===== src/rtl/spectrum_to_ram.sv =====
// spectrum_to_ram: scales each spectrum bin to a bar height and writes it into every column of that bar.
module spectrum_to_ram #(
  parameter int XSTART         = 0,
  parameter int BARWIDTH       = 12,
  parameter int BANK_COLS      = 144,
  parameter int DATAW          = 16,
  parameter int HEIGHTW        = 10,
  parameter int SHIFT          = 6,
  parameter int MAXHEIGHT      = 479,
  parameter int RAM_ADDR_WIDTH = 11
) (
  input  logic                      clk,
  input  logic                      rst_n,
  input  logic                      s_valid,
  output logic                      s_ready,
  input  logic [DATAW-1:0]          s_mag,
  input  logic                      s_last,
  output logic [3:0]                wr_bank,
  output logic [RAM_ADDR_WIDTH-1:0] wr_addr,
  output logic [HEIGHTW-1:0]        wr_data,
  output logic                      frame_done,
  output logic                      busy
);
  localparam int NUM_BARS = 4 * BANK_COLS / BARWIDTH;
  localparam int BW = $clog2(NUM_BARS);
  localparam int CW = $clog2(BARWIDTH);
  localparam int AW = RAM_ADDR_WIDTH;

  if ((BANK_COLS % BARWIDTH) != 0 || XSTART < 0) begin : g_bad_param
    $error("BARWIDTH must divide BANK_COLS and XSTART must be non-negative");
  end

  typedef enum logic [2:0] {ACCEPT, WRITE, FLUSH, DRAIN, DONE} state_t;

  state_t              state_q, state_d;
  logic [BW-1:0]       bar_q, bar_d;
  logic [CW-1:0]       cnt_q, cnt_d;
  logic [3:0]          bank_q, bank_d;
  logic [AW-1:0]       addr_q, addr_d;
  logic [HEIGHTW-1:0]  height_q, height_d;
  logic                last_q, last_d;
  logic [3:0]          wr_bank_q, wr_bank_d;
  logic [AW-1:0]       wr_addr_q, wr_addr_d;
  logic [HEIGHTW-1:0]  wr_data_q, wr_data_d;
  logic                frame_done_q, frame_done_d;
  logic                emit;
  logic [HEIGHTW-1:0]  emit_data;
  logic [DATAW-1:0]    mag_sh;
  logic [HEIGHTW-1:0]  mag_h;
  logic                bank_end;

  assign mag_sh     = s_mag >> SHIFT;
  assign mag_h      = (mag_sh > DATAW'(MAXHEIGHT)) ? HEIGHTW'(MAXHEIGHT) : mag_sh[HEIGHTW-1:0];
  assign bank_end   = addr_q == AW'(BANK_COLS - 1);
  assign s_ready    = state_q == ACCEPT || state_q == DRAIN;
  assign busy       = state_q != ACCEPT;
  assign wr_bank    = wr_bank_q;
  assign wr_addr    = wr_addr_q;
  assign wr_data    = wr_data_q;
  assign frame_done = frame_done_q;

  always_comb begin
    state_d   = state_q;
    bar_d     = bar_q;
    cnt_d     = cnt_q;
    bank_d    = bank_q;
    addr_d    = addr_q;
    height_d  = height_q;
    last_d    = last_q;
    wr_bank_d = '0;
    wr_addr_d = '0;
    wr_data_d = '0;
    emit      = 1'b0;
    emit_data = '0;
    case (state_q)
      ACCEPT: if (s_valid) begin
        height_d  = mag_h;
        last_d    = s_last;
        state_d   = WRITE;
        emit      = 1'b1;
        emit_data = mag_h;
      end
      WRITE: if (cnt_q != CW'(BARWIDTH - 1)) begin
        cnt_d     = cnt_q + 1'b1;
        emit      = 1'b1;
        emit_data = height_q;
      end else begin
        cnt_d = '0;
        if (bar_q == BW'(NUM_BARS - 1)) state_d = last_q ? DONE : DRAIN;
        else if (last_q) begin
          state_d = FLUSH;
          emit    = 1'b1;
        end else begin
          bar_d   = bar_q + 1'b1;
          state_d = ACCEPT;
        end
      end
      FLUSH: if (wr_bank_q[0] && wr_addr_q == AW'(BANK_COLS - 1)) state_d = DONE;
             else emit = 1'b1;
      DRAIN: if (s_valid && s_last) state_d = DONE;
      default: begin
        state_d = ACCEPT;
        bar_d   = '0;
        cnt_d   = '0;
        bank_d  = 4'b1000;
        addr_d  = '0;
      end
    endcase
    // the column pointer walks banks by shifting the one-hot select at each bank boundary
    if (emit) begin
      wr_bank_d = bank_q;
      wr_addr_d = addr_q;
      wr_data_d = emit_data;
      bank_d    = bank_end ? bank_q >> 1 : bank_q;
      addr_d    = bank_end ? '0 : addr_q + 1'b1;
    end
    frame_done_d = state_d == DONE;
  end

  always_ff @(posedge clk) begin
    if (!rst_n) begin
      state_q      <= ACCEPT;
      bar_q        <= '0;
      cnt_q        <= '0;
      bank_q       <= 4'b1000;
      addr_q       <= '0;
      height_q     <= '0;
      last_q       <= 1'b0;
      wr_bank_q    <= '0;
      wr_addr_q    <= '0;
      wr_data_q    <= '0;
      frame_done_q <= 1'b0;
    end else begin
      state_q      <= state_d;
      bar_q        <= bar_d;
      cnt_q        <= cnt_d;
      bank_q       <= bank_d;
      addr_q       <= addr_d;
      height_q     <= height_d;
      last_q       <= last_d;
      wr_bank_q    <= wr_bank_d;
      wr_addr_q    <= wr_addr_d;
      wr_data_q    <= wr_data_d;
      frame_done_q <= frame_done_d;
    end
  end
endmodule


===== config.mk =====
export PLATFORM = sky130hd
export DESIGN_NAME = spectrum_to_ram
export DESIGN_NICKNAME = d
export VERILOG_FILES = /design/src/rtl/spectrum_to_ram.sv
export SDC_FILE = /design/constraint.sdc
export NUM_CORES = 1
export LEC_CHECK = 0
export ABC_AREA = 1
export BUFFER_PORTS_ARGS = -buffer_cell sky130_fd_sc_hd__buf_2
export CAP_MARGIN = 40
export CORE_MARGIN = 5
export CORE_UTILIZATION = 63
export CTS_BUF_LIST = sky130_fd_sc_hd__clkbuf_2 sky130_fd_sc_hd__clkbuf_4 sky130_fd_sc_hd__clkbuf_8
export DETAILED_ROUTE_END_ITERATION = 10
export HOLD_SLACK_MARGIN = 0.12
export PLACE_DENSITY_LB_ADDON = 0.1
export SKIP_LAST_GASP = 1
export SYNTH_ARGS = -nofsm -noshare
export SYNTH_HDL_FRONTEND = slang
export SYNTH_SLANG_ARGS = --single-unit

===== constraint.sdc =====
create_clock -name clk -period 4.25 [get_ports clk]
set_input_delay 0.425 -clock clk [delete_from_list [all_inputs] [get_ports clk]]
set_output_delay 0.425 -clock clk [all_outputs]
set_load 0.02 [all_outputs]

==> impl_metrics.tcl, run 1 <==
set metrics [dict create \
    dp_cells 503 \
    critPathKind "flip-flop to flip-flop" \
    diodes 0 \
    outcome "finished, final reports clean" \
    crit_chain "ha_1 -> nand3_1 -> nor2_1 -> inv_1 -> ha_1 -> nand3_1 -> nand2_2 -> nor2_4 -> nand2_4 -> nand2_4 -> a21oi_1" \
    die_height_um 79.1 \
    clockBufferDepth 2 \
    fmax_mhz 413 \
    cts.sinks 65 \
    crit_required_ps 4470 \
    cts_resized 0 \
    p_per_area_nw_per_um2 385 \
    synthXorXnorAreaFrac_pct 1.17 \
    vias 2719 \
    area_growth_pct 13.9 \
    routedWlPerCell_um 12.2 \
    fin_crit_sh_pct 57.0 \
    placementRows 25 \
    core-area_um2 4690 \
    cpPeakStageDelay_ps 410 \
    grt_max_degree 26 \
    synth_seq_cells 65 \
    final_cells 519 \
    cp.arrival_ps 2650 \
    synth_nets 446 \
    track_usage_pct 22.3 \
    rsz0062_at_grt "no" \
    placement.cell_area_um2 3220 \
    crit_slowest_cell "dfxtp_1" \
    initial_core_util_pct 64.1 \
    critPathMaxFanout 25 \
    final_area_um2 3420 \
    synthAdderAreaFrac_pct 2.50 \
    die_area_um2 6250 \
    drc 0 \
    hold_violations 0 \
    firstDrtPassIters 4 \
    worstSetupStartpointType "flip-flop" \
    drive_above_1_share_pct 17.0 \
    grt_antenna_before_repair 0 \
    yosys.cell_types.count 24 \
    cts_setup_buffers 0 \
    setup_viol 0 \
    drv_slew 0 \
    synth-simple-area-share_pct 32.2 \
    first_global_vias 2594 \
    synth_top_flop_cell "dfxtp_1" \
    numCtsBuffers 9 \
    clk_pin_slew_ps 70 \
    utilization_pct 72.9 \
    cts_tree "built" \
    skew_ps 10.7 \
    hold_buffers 0 \
    overflow 0 \
    pin_count 48 \
    ant_nets 0 \
    synth_warnings 0 \
    via_per_inst 5.24 \
    fp.dieW_um 79.1 \
    netlist_area_um2 3010 \
    synth_mux_area_share_pct 0 \
    final_nets 486 \
    io_buffers 41 \
    place.detailed.hpwl_mm 4.41 \
    seq_area_frac_synth_pct 43.3 \
    endpoint_kind "flip-flop" \
    min_period_ps 2420 \
    place_congestion 0.912 \
    routed_wl_mm 6.31 \
    whs_ps 384 \
    synth_compound_area_share_pct 10.3 \
    drv_cap 0 \
    synth_top_family_by_area "simple AND/OR/NAND/NOR gates" \
    setup_tns_ps 0 \
    cts_max_level 3 \
    slew-limit-headroom_pct 68.0 \
    hold_class "input pin to flip-flop" \
    clock_latency_ps 350 \
    synth_edf_count 0 \
    postSynthAreaPerCell_um2 7.16 \
    dr.first_iter.drc_count 185 \
    root_buffer "clkbuf_8" \
    worst_pin_slew_ps 479 \
    grt_pass1_wl_mm 11.1 \
    async_flop_share_pct 0 \
    synthCells 420 \
    leakagePower_uw 0.00161 \
    ir_drop_mv 0.253 \
]
## through the flow
stage	setup slack [ps]	power, uW
floorplan	2400	762
global placement	1880	785
detailed placement	1870	792
CTS	1830	1320
global route	1580	1380
finish	1830	1320
## power by group
group	total, uW	internal [uW]	switching [uW]
combinational	132	40.6	91.6
clock	540	287	252
sequential	647	631	16.2
total	1320	959	360
## per-layer routing
metal | share of wire, % | vias to the layer above | track usage [%]
met5 | 0 | - | 0
li1 | - | 1415 | -
met4 | 2.0 | 0 | 10.3
met2 | 48 | 65 | 37.5
met1 | 44 | 1227 | 27.4
met3 | 5.5 | 12 | 4.42
## placed cells by master (no fill, tap or decap), types with 2 or more instances in the layout
cell	Yosys	final
a21oi_1	34	34
dfxtp_1	65	65
buf_2	0	41
nor3_1	7	7
nor2_4	4	4
nand2_1	115	115
a21oi_2	5	5
clkinvlp_4	0	3
o21ai_0	14	14
nor2_1	42	42
clkbuf_8	0	10
nand2_4	3	3
inv_1	58	58
nand2_2	2	2
ha_1	6	6
inv_2	3	3
nand3_1	19	19
and3_1	2	2
nand4_1	20	20
xor2_1	4	4
## final cells by class
cell class	instances	area, um^2
clock buffer	10	138
clock inverter	6	66.3
fill	381	1270
inverter	61	229
multi-input combinational	281	1390
sequential	65	1300
tap	54	67.6
timing repair buffer	42	233
## cells in the mapped netlist, types with 5 or more instances
| cell | count | area [um^2] |
|---|---|---|
| a21oi_1 | 34 | 170 |
| a21oi_2 | 5 | 43.8 |
| buf_6 | 5 | 56.3 |
| clkbuf_1 | 7 | 26.3 |
| dfxtp_1 | 65 | 1300 |
| ha_1 | 6 | 75.1 |
| inv_1 | 58 | 218 |
| nand2_1 | 115 | 432 |
| nand3_1 | 19 | 95.1 |
| nand4_1 | 20 | 125 |
| nor2_1 | 42 | 158 |
| nor3_1 | 7 | 35.0 |
| o21ai_0 | 14 | 70.1 |
## critical path: cells and delay by family (launching register included)
kind | cells | cell delay [ps]
and+or+nand+nor | 7 | 1330
DFF | 1 | 410
adders and majority gates | 2 | 400
buffers and inverters | 1 | 80
AOI/OAI and AO/OA | 1 | 70
## flip-flops by register name, summed over array words and instances, names as in the netlist
register	flops
addr_q	11
bank_q	4
bar_q	6
cnt_q	4
frame_done	1
height_q	10
last_q	1
state_q	3
wr_addr	11
wr_bank	4
wr_data	10
## path summary, 6_finish.rpt
kind / start / depth (start not counted) / slack, ps / to
worst max-delay path: bar_q[0] / 11 / 1830 / wr_data[0]
worst min-delay path: s_last / 3 / 380 / last_q
worst max register to register: bar_q[0] / 11 / 1830 / wr_data[0]
worst min register to register: bank_q[0] / 2 / 450 / wr_bank[0]
## cell families (layout without fill, tap and decap cells)
kind of cell | Yosys count | count (layout)
fa+ha+maj | 6 | 6
simple gates | 216 | 216
buf+inv | 74 | 119
compound gates | 55 | 55
xor+xnor | 4 | 4
flops | 65 | 65
(Power assumes the default switching activity.)
==> run 2, diff against run 1 <==
--- a/config.mk
+++ b/config.mk
@@ -9,7 +9,7 @@
 export BUFFER_PORTS_ARGS = -buffer_cell sky130_fd_sc_hd__buf_2
 export CAP_MARGIN = 40
 export CORE_MARGIN = 5
-export CORE_UTILIZATION = 63
+export CORE_UTILIZATION = 53
 export CTS_BUF_LIST = sky130_fd_sc_hd__clkbuf_2 sky130_fd_sc_hd__clkbuf_4 sky130_fd_sc_hd__clkbuf_8
 export DETAILED_ROUTE_END_ITERATION = 10
 export HOLD_SLACK_MARGIN = 0.12
==> constraint.sdc (replaced) <==
create_clock -name clk -period 2.1 [get_ports clk]
set_input_delay 0.21 -clock clk [delete_from_list [all_inputs] [get_ports clk]]
set_output_delay 0.21 -clock clk [all_outputs]
set_load 0.02 [all_outputs]
==> impl_metrics.tcl, run 2 (synthesis results as in run 1) <==
set metrics [dict create \
    outcome "finished, final reports clean" \
    r2r_end "bank_q[3]" \
    setup_viol 0 \
    setup_tns_ps 0 \
    cts.sinks 65 \
    ir_drop_mv 0.431 \
    reg2reg_from "bar_q[0]" \
    fill_cells 501 \
    place.detailed.hpwl_mm 4.84 \
    drv_slew 0 \
    clk_pin_slew_ps 70 \
    min_path_cells 3 \
    place_congestion 0.895 \
    hold_path_end "last_q" \
    routed_wl_mm 6.63 \
    crit_required_ps 2390 \
    routedWlPerCell_um 12.1 \
    numCtsBuffers 9 \
    die_height_um 85.3 \
    skew_ps 9.38 \
    final_cell_mix "nand2_1, dfxtp_1, inv_1" \
    area_growth_pct 18.0 \
    cp.arrival_ps 2200 \
    slew-limit-headroom_pct 66.8 \
    rsz0062_at_grt "no" \
    critPathMaxFanout 4 \
    hp-start "s_last" \
    hold_buffers 0 \
    die_area_um2 7280 \
    root_buffer "clkbuf_8" \
    clockBufferDepth 2 \
    grt_max_degree 26 \
    clock_latency_ps 340 \
    initial_core_util_pct 54.6 \
    cts_max_level 3 \
    drv_cap 0 \
    core-area_um2 5510 \
    hold_class "input pin to flip-flop" \
    dr.first_iter.drc_count 120 \
    seqCellArea_um2 1300 \
    leakagePower_uw 0.00167 \
    whs_ps 177 \
    reg2regPathDepth 13 \
    grt_pass1_wl_mm 11.3 \
    fmax_mhz 522 \
    ant_nets 0 \
    worst_pin_slew_ps 497 \
    vias 2776 \
    placementRows 27 \
    critPathKind "flip-flop to flip-flop" \
    fp.dieW_um 85.3 \
    drc 0 \
    firstDrtPassIters 4 \
    final_common_cell "nand2_1" \
    multi_input_area_um2 1410 \
    track_usage_pct 19.1 \
    diodes 0 \
    worstSetupStartpointType "flip-flop" \
    first_global_vias 2631 \
    pin_count 48 \
    io_buffers 41 \
    overflow 0 \
    hold_violations 0 \
    cts_tree "built" \
    via_per_inst 5.07 \
    p_per_area_nw_per_um2 790 \
    final_nets 496 \
    drive_above_1_share_pct 19.8 \
    grt_antenna_before_repair 0 \
    fin_crit_sh_pct 91.3 \
    reg2reg_slack_ps 180 \
    crit_start "bar_q[0]" \
    endpoint_kind "flip-flop" \
    min_period_ps 1920 \
]
[run 2: changes by cell type in the layout (fill, tap and decap cells not counted), sizes merged]
cell and delta:
buf +10, inv -1, clkinv +3, clkinvlp -3, bufinv +1
[run 2: worst max-delay path, cell delays in order, from the launching register on]
cell and delay (ps):
dfxtp_1 340, ha_2 200, nand3_2 100, nor2_2 150
inv_1 60, ha_1 180, nand3_1 90, nand2_2 80
nor2_4 160, buf_4 140, nand3_1 110, nand2_2 140
nand2_1 70, nand2_1 50
[run 2: where the power goes]
part	total [uW]	internal [uW]	switching [uW]	leakage, uW
sequential	1310	1280	29.1	0.000529
combinational	301	102	198	0.00103
clock	1200	704	493	0.000116
total	2800	2080	720	0.00167
[run 2: how the worst max path moves through the flow]
stage,endpoint,slack (ps)
after floorplan,wr_data[4],250
after global placement,wr_data[9],180
after detailed placement,wr_data[1],160
after CTS,wr_data[9],80
after global routing,bank_q[3],9
final,bank_q[3],180
[run 2: area by class of cell]
class	instances	share of cell area (%)
clock buffer	10	3.88
clock inverter	6	2.57
inverter	61	6.46
multi-input combinational	281	39.7
sequential	65	36.7
tap	72	2.54
timing repair buffer	52	8.11
[run 2: stage by stage]
stage / utilization [%] / instances / area (um^2) / power [uW] / setup slack (ps)
2_1_floorplan: - / 420 / 3010 / 1540 / 250
3_3_place_gp: 59.7 / 530 / 3290 / 1620 / 182
3_5_place_dp: 59.7 / 530 / 3290 / 1630 / 156
4_1_cts: 63.9 / 546 / 3520 / 2810 / 84.7
5_1_grt: 64.4 / 547 / 3550 / 2920 / 8.84
6_report: 64.4 / 547 / 3550 / 2800 / 182
[run 2: timing repair]
item	4_1_cts	5_1_grt
setup endpoints to repair	0	34
gates resized for setup	0	6
buffers inserted	0	1
[run 2: per-layer routing]
| layer | global-route usage [%] | wire [um] | vias up |
|---|---|---|---|
| li1 | - | - | 1436 |
| met1 | 22.0 | 2920 | 1274 |
| met2 | 33.7 | 3350 | 53 |
| met3 | 3.30 | 250 | 13 |
| met4 | 9.50 | 119 | 0 |
| met5 | 0 | 0 | - |
==> run 3, diff against run 2 <==
--- a/config.mk
+++ b/config.mk
@@ -9,7 +9,7 @@
 export BUFFER_PORTS_ARGS = -buffer_cell sky130_fd_sc_hd__buf_2
 export CAP_MARGIN = 40
 export CORE_MARGIN = 5
-export CORE_UTILIZATION = 53
+export CORE_UTILIZATION = 40
 export CTS_BUF_LIST = sky130_fd_sc_hd__clkbuf_2 sky130_fd_sc_hd__clkbuf_4 sky130_fd_sc_hd__clkbuf_8
 export DETAILED_ROUTE_END_ITERATION = 10
 export HOLD_SLACK_MARGIN = 0.12
==> impl_metrics.tcl, run 3 (synthesis results as in run 1) <==
set metrics [dict create \
    via_per_inst 4.71 \
    final_nets 492 \
    path_delay_family "simple AND/OR/NAND/NOR gates" \
    drive_above_1_share_pct 18.3 \
    drv_slew 0 \
    min_period_ps 1900 \
    io_buffers 41 \
    clk_pin_slew_ps 70 \
    initial_core_util_pct 41.2 \
    final_common_cell "nand2_1" \
    outcome "finished, final reports clean" \
    fin_crit_sh_pct 90.2 \
    setup_viol 0 \
    dr.first_iter.drc_count 123 \
    critPathKind "flip-flop to flip-flop" \
    firstDrtPassIters 4 \
    drv_cap 0 \
    grt_max_degree 26 \
    worstSetupStartpointType "flip-flop" \
    overflow 0 \
    crit_chain "ha_1 -> nand3_1 -> nor2_2 -> inv_1 -> ha_1 -> nand3_1 -> nand2_2 -> nor2_4 -> nand2_4 -> buf_4 -> a21oi_1 -> nor2_1" \
    fp.dieW_um 96.7 \
    leakagePower_uw 0.00164 \
    hold_buffers 0 \
    placement.cell_area_um2 3310 \
    root_buffer "clkbuf_8" \
    placementRows 31 \
    cts.sinks 65 \
    comb_power_share_pct 10.8 \
    ant_nets 0 \
    intPower_uw 1960 \
    grt_pass1_wl_mm 11.7 \
    routedWlPerCell_um 11.7 \
    first_global_vias 2580 \
    pin_count 48 \
    worst_pin_slew_ps 504 \
    numCtsBuffers 9 \
    cts_resized 0 \
    fmax_mhz 528 \
    die_height_um 96.7 \
    cpPeakStageDelay_ps 350 \
    area_growth_pct 16.9 \
    swShare_pct 26.4 \
    die_area_um2 9350 \
    routed_wl_mm 6.64 \
    setup_tns_ps 0 \
    final_area_um2 3510 \
    diodes 0 \
    skew_ps 11.1 \
    cts_tree "built" \
    cp.arrival_ps 2130 \
    pwr-share-clk_pct 40.3 \
    place.detailed.hpwl_mm 4.84 \
    final_cell_mix "nand2_1, dfxtp_1, inv_1" \
    cts_setup_buffers 0 \
    slew-limit-headroom_pct 66.3 \
    dp_slack_ps 185 \
    clockBufferDepth 2 \
    clock_latency_ps 340 \
    ir_drop_mv 0.334 \
    place_congestion 0.858 \
    grt_antenna_before_repair 0 \
    track_usage_pct 14.8 \
    rsz0062_at_grt "yes" \
    crit_slowest_cell "dfxtp_1" \
    endpoint_kind "flip-flop" \
    hold_class "input pin to flip-flop" \
    cts_max_level 3 \
    drc 0 \
    hold_violations 0 \
    cp.buffers_inverters 2 \
    critPathMaxFanout 11 \
    p_per_area_nw_per_um2 758 \
    core-area_um2 7290 \
    power_switching_uw 705 \
    p_seq_share_pct 48.9 \
    setup_ws_ps 205 \
    vias 2684 \
    crit_required_ps 2330 \
]
[run 3: cell types whose count changed in the layout (fill, tap and decap cells not counted), sizes merged]
cell,delta
buf,-4
clkbuf,+1
clkinvlp,+2
bufinv,-1
clkinv,-2
[run 3: path summary, 6_finish.rpt]
path	slack, ps	startpoint	depth (start not counted)	endpoint
setup / recovery	200	bar_q[1]	12	addr_q[0]
hold / removal	190	s_last	3	last_q
setup reg to reg	200	bar_q[1]	12	addr_q[0]
hold reg to reg	430	bank_q[0]	2	wr_bank[0]
[run 3: through the flow]
stage               std cells  util [%]  hold WS [ps]  power [uW]
floorplan                 420         -           381        1540
global placement          554      45.4           417        1620
detailed placement        554      45.4           424        1620
CTS                       570      48.2           176        2700
global route              570      48.2           216        2800
finish                    570      48.2           194        2660
[run 3: final cells by class]
cell class	instances	area (um^2)
Inverter	61	229
Multi-Input combinational cell	281	1390
Sequential cell	65	1300
Timing Repair Buffer	48	270
Tap cell	99	124
Clock buffer	11	145
Fill cell	808	3780
Clock inverter	5	55.1
[run 3: power by group through the flow]
stage               combinational [uW]  clock [uW]  sequential (uW)
finish                             288        1070             1300
CTS                                291        1110             1300
detailed placement                 290           0             1330
global placement                   290           0             1330
global route                       325        1160             1310
floorplan                          193           0             1350
[run 3: tightest hold or removal path, cell delays in order]
cell and delay [ps]:
buf_2 100, o21ai_0 80, a21oi_1 100
[run 3: routing by layer]
layer,track usage [%],share of wire [%],up-vias
met3,3.53,4.6,11
li1,-,-,1421
met5,0,0,-
met4,6.70,1.9,0
met2,23.6,43,55
met1,19.0,50,1197
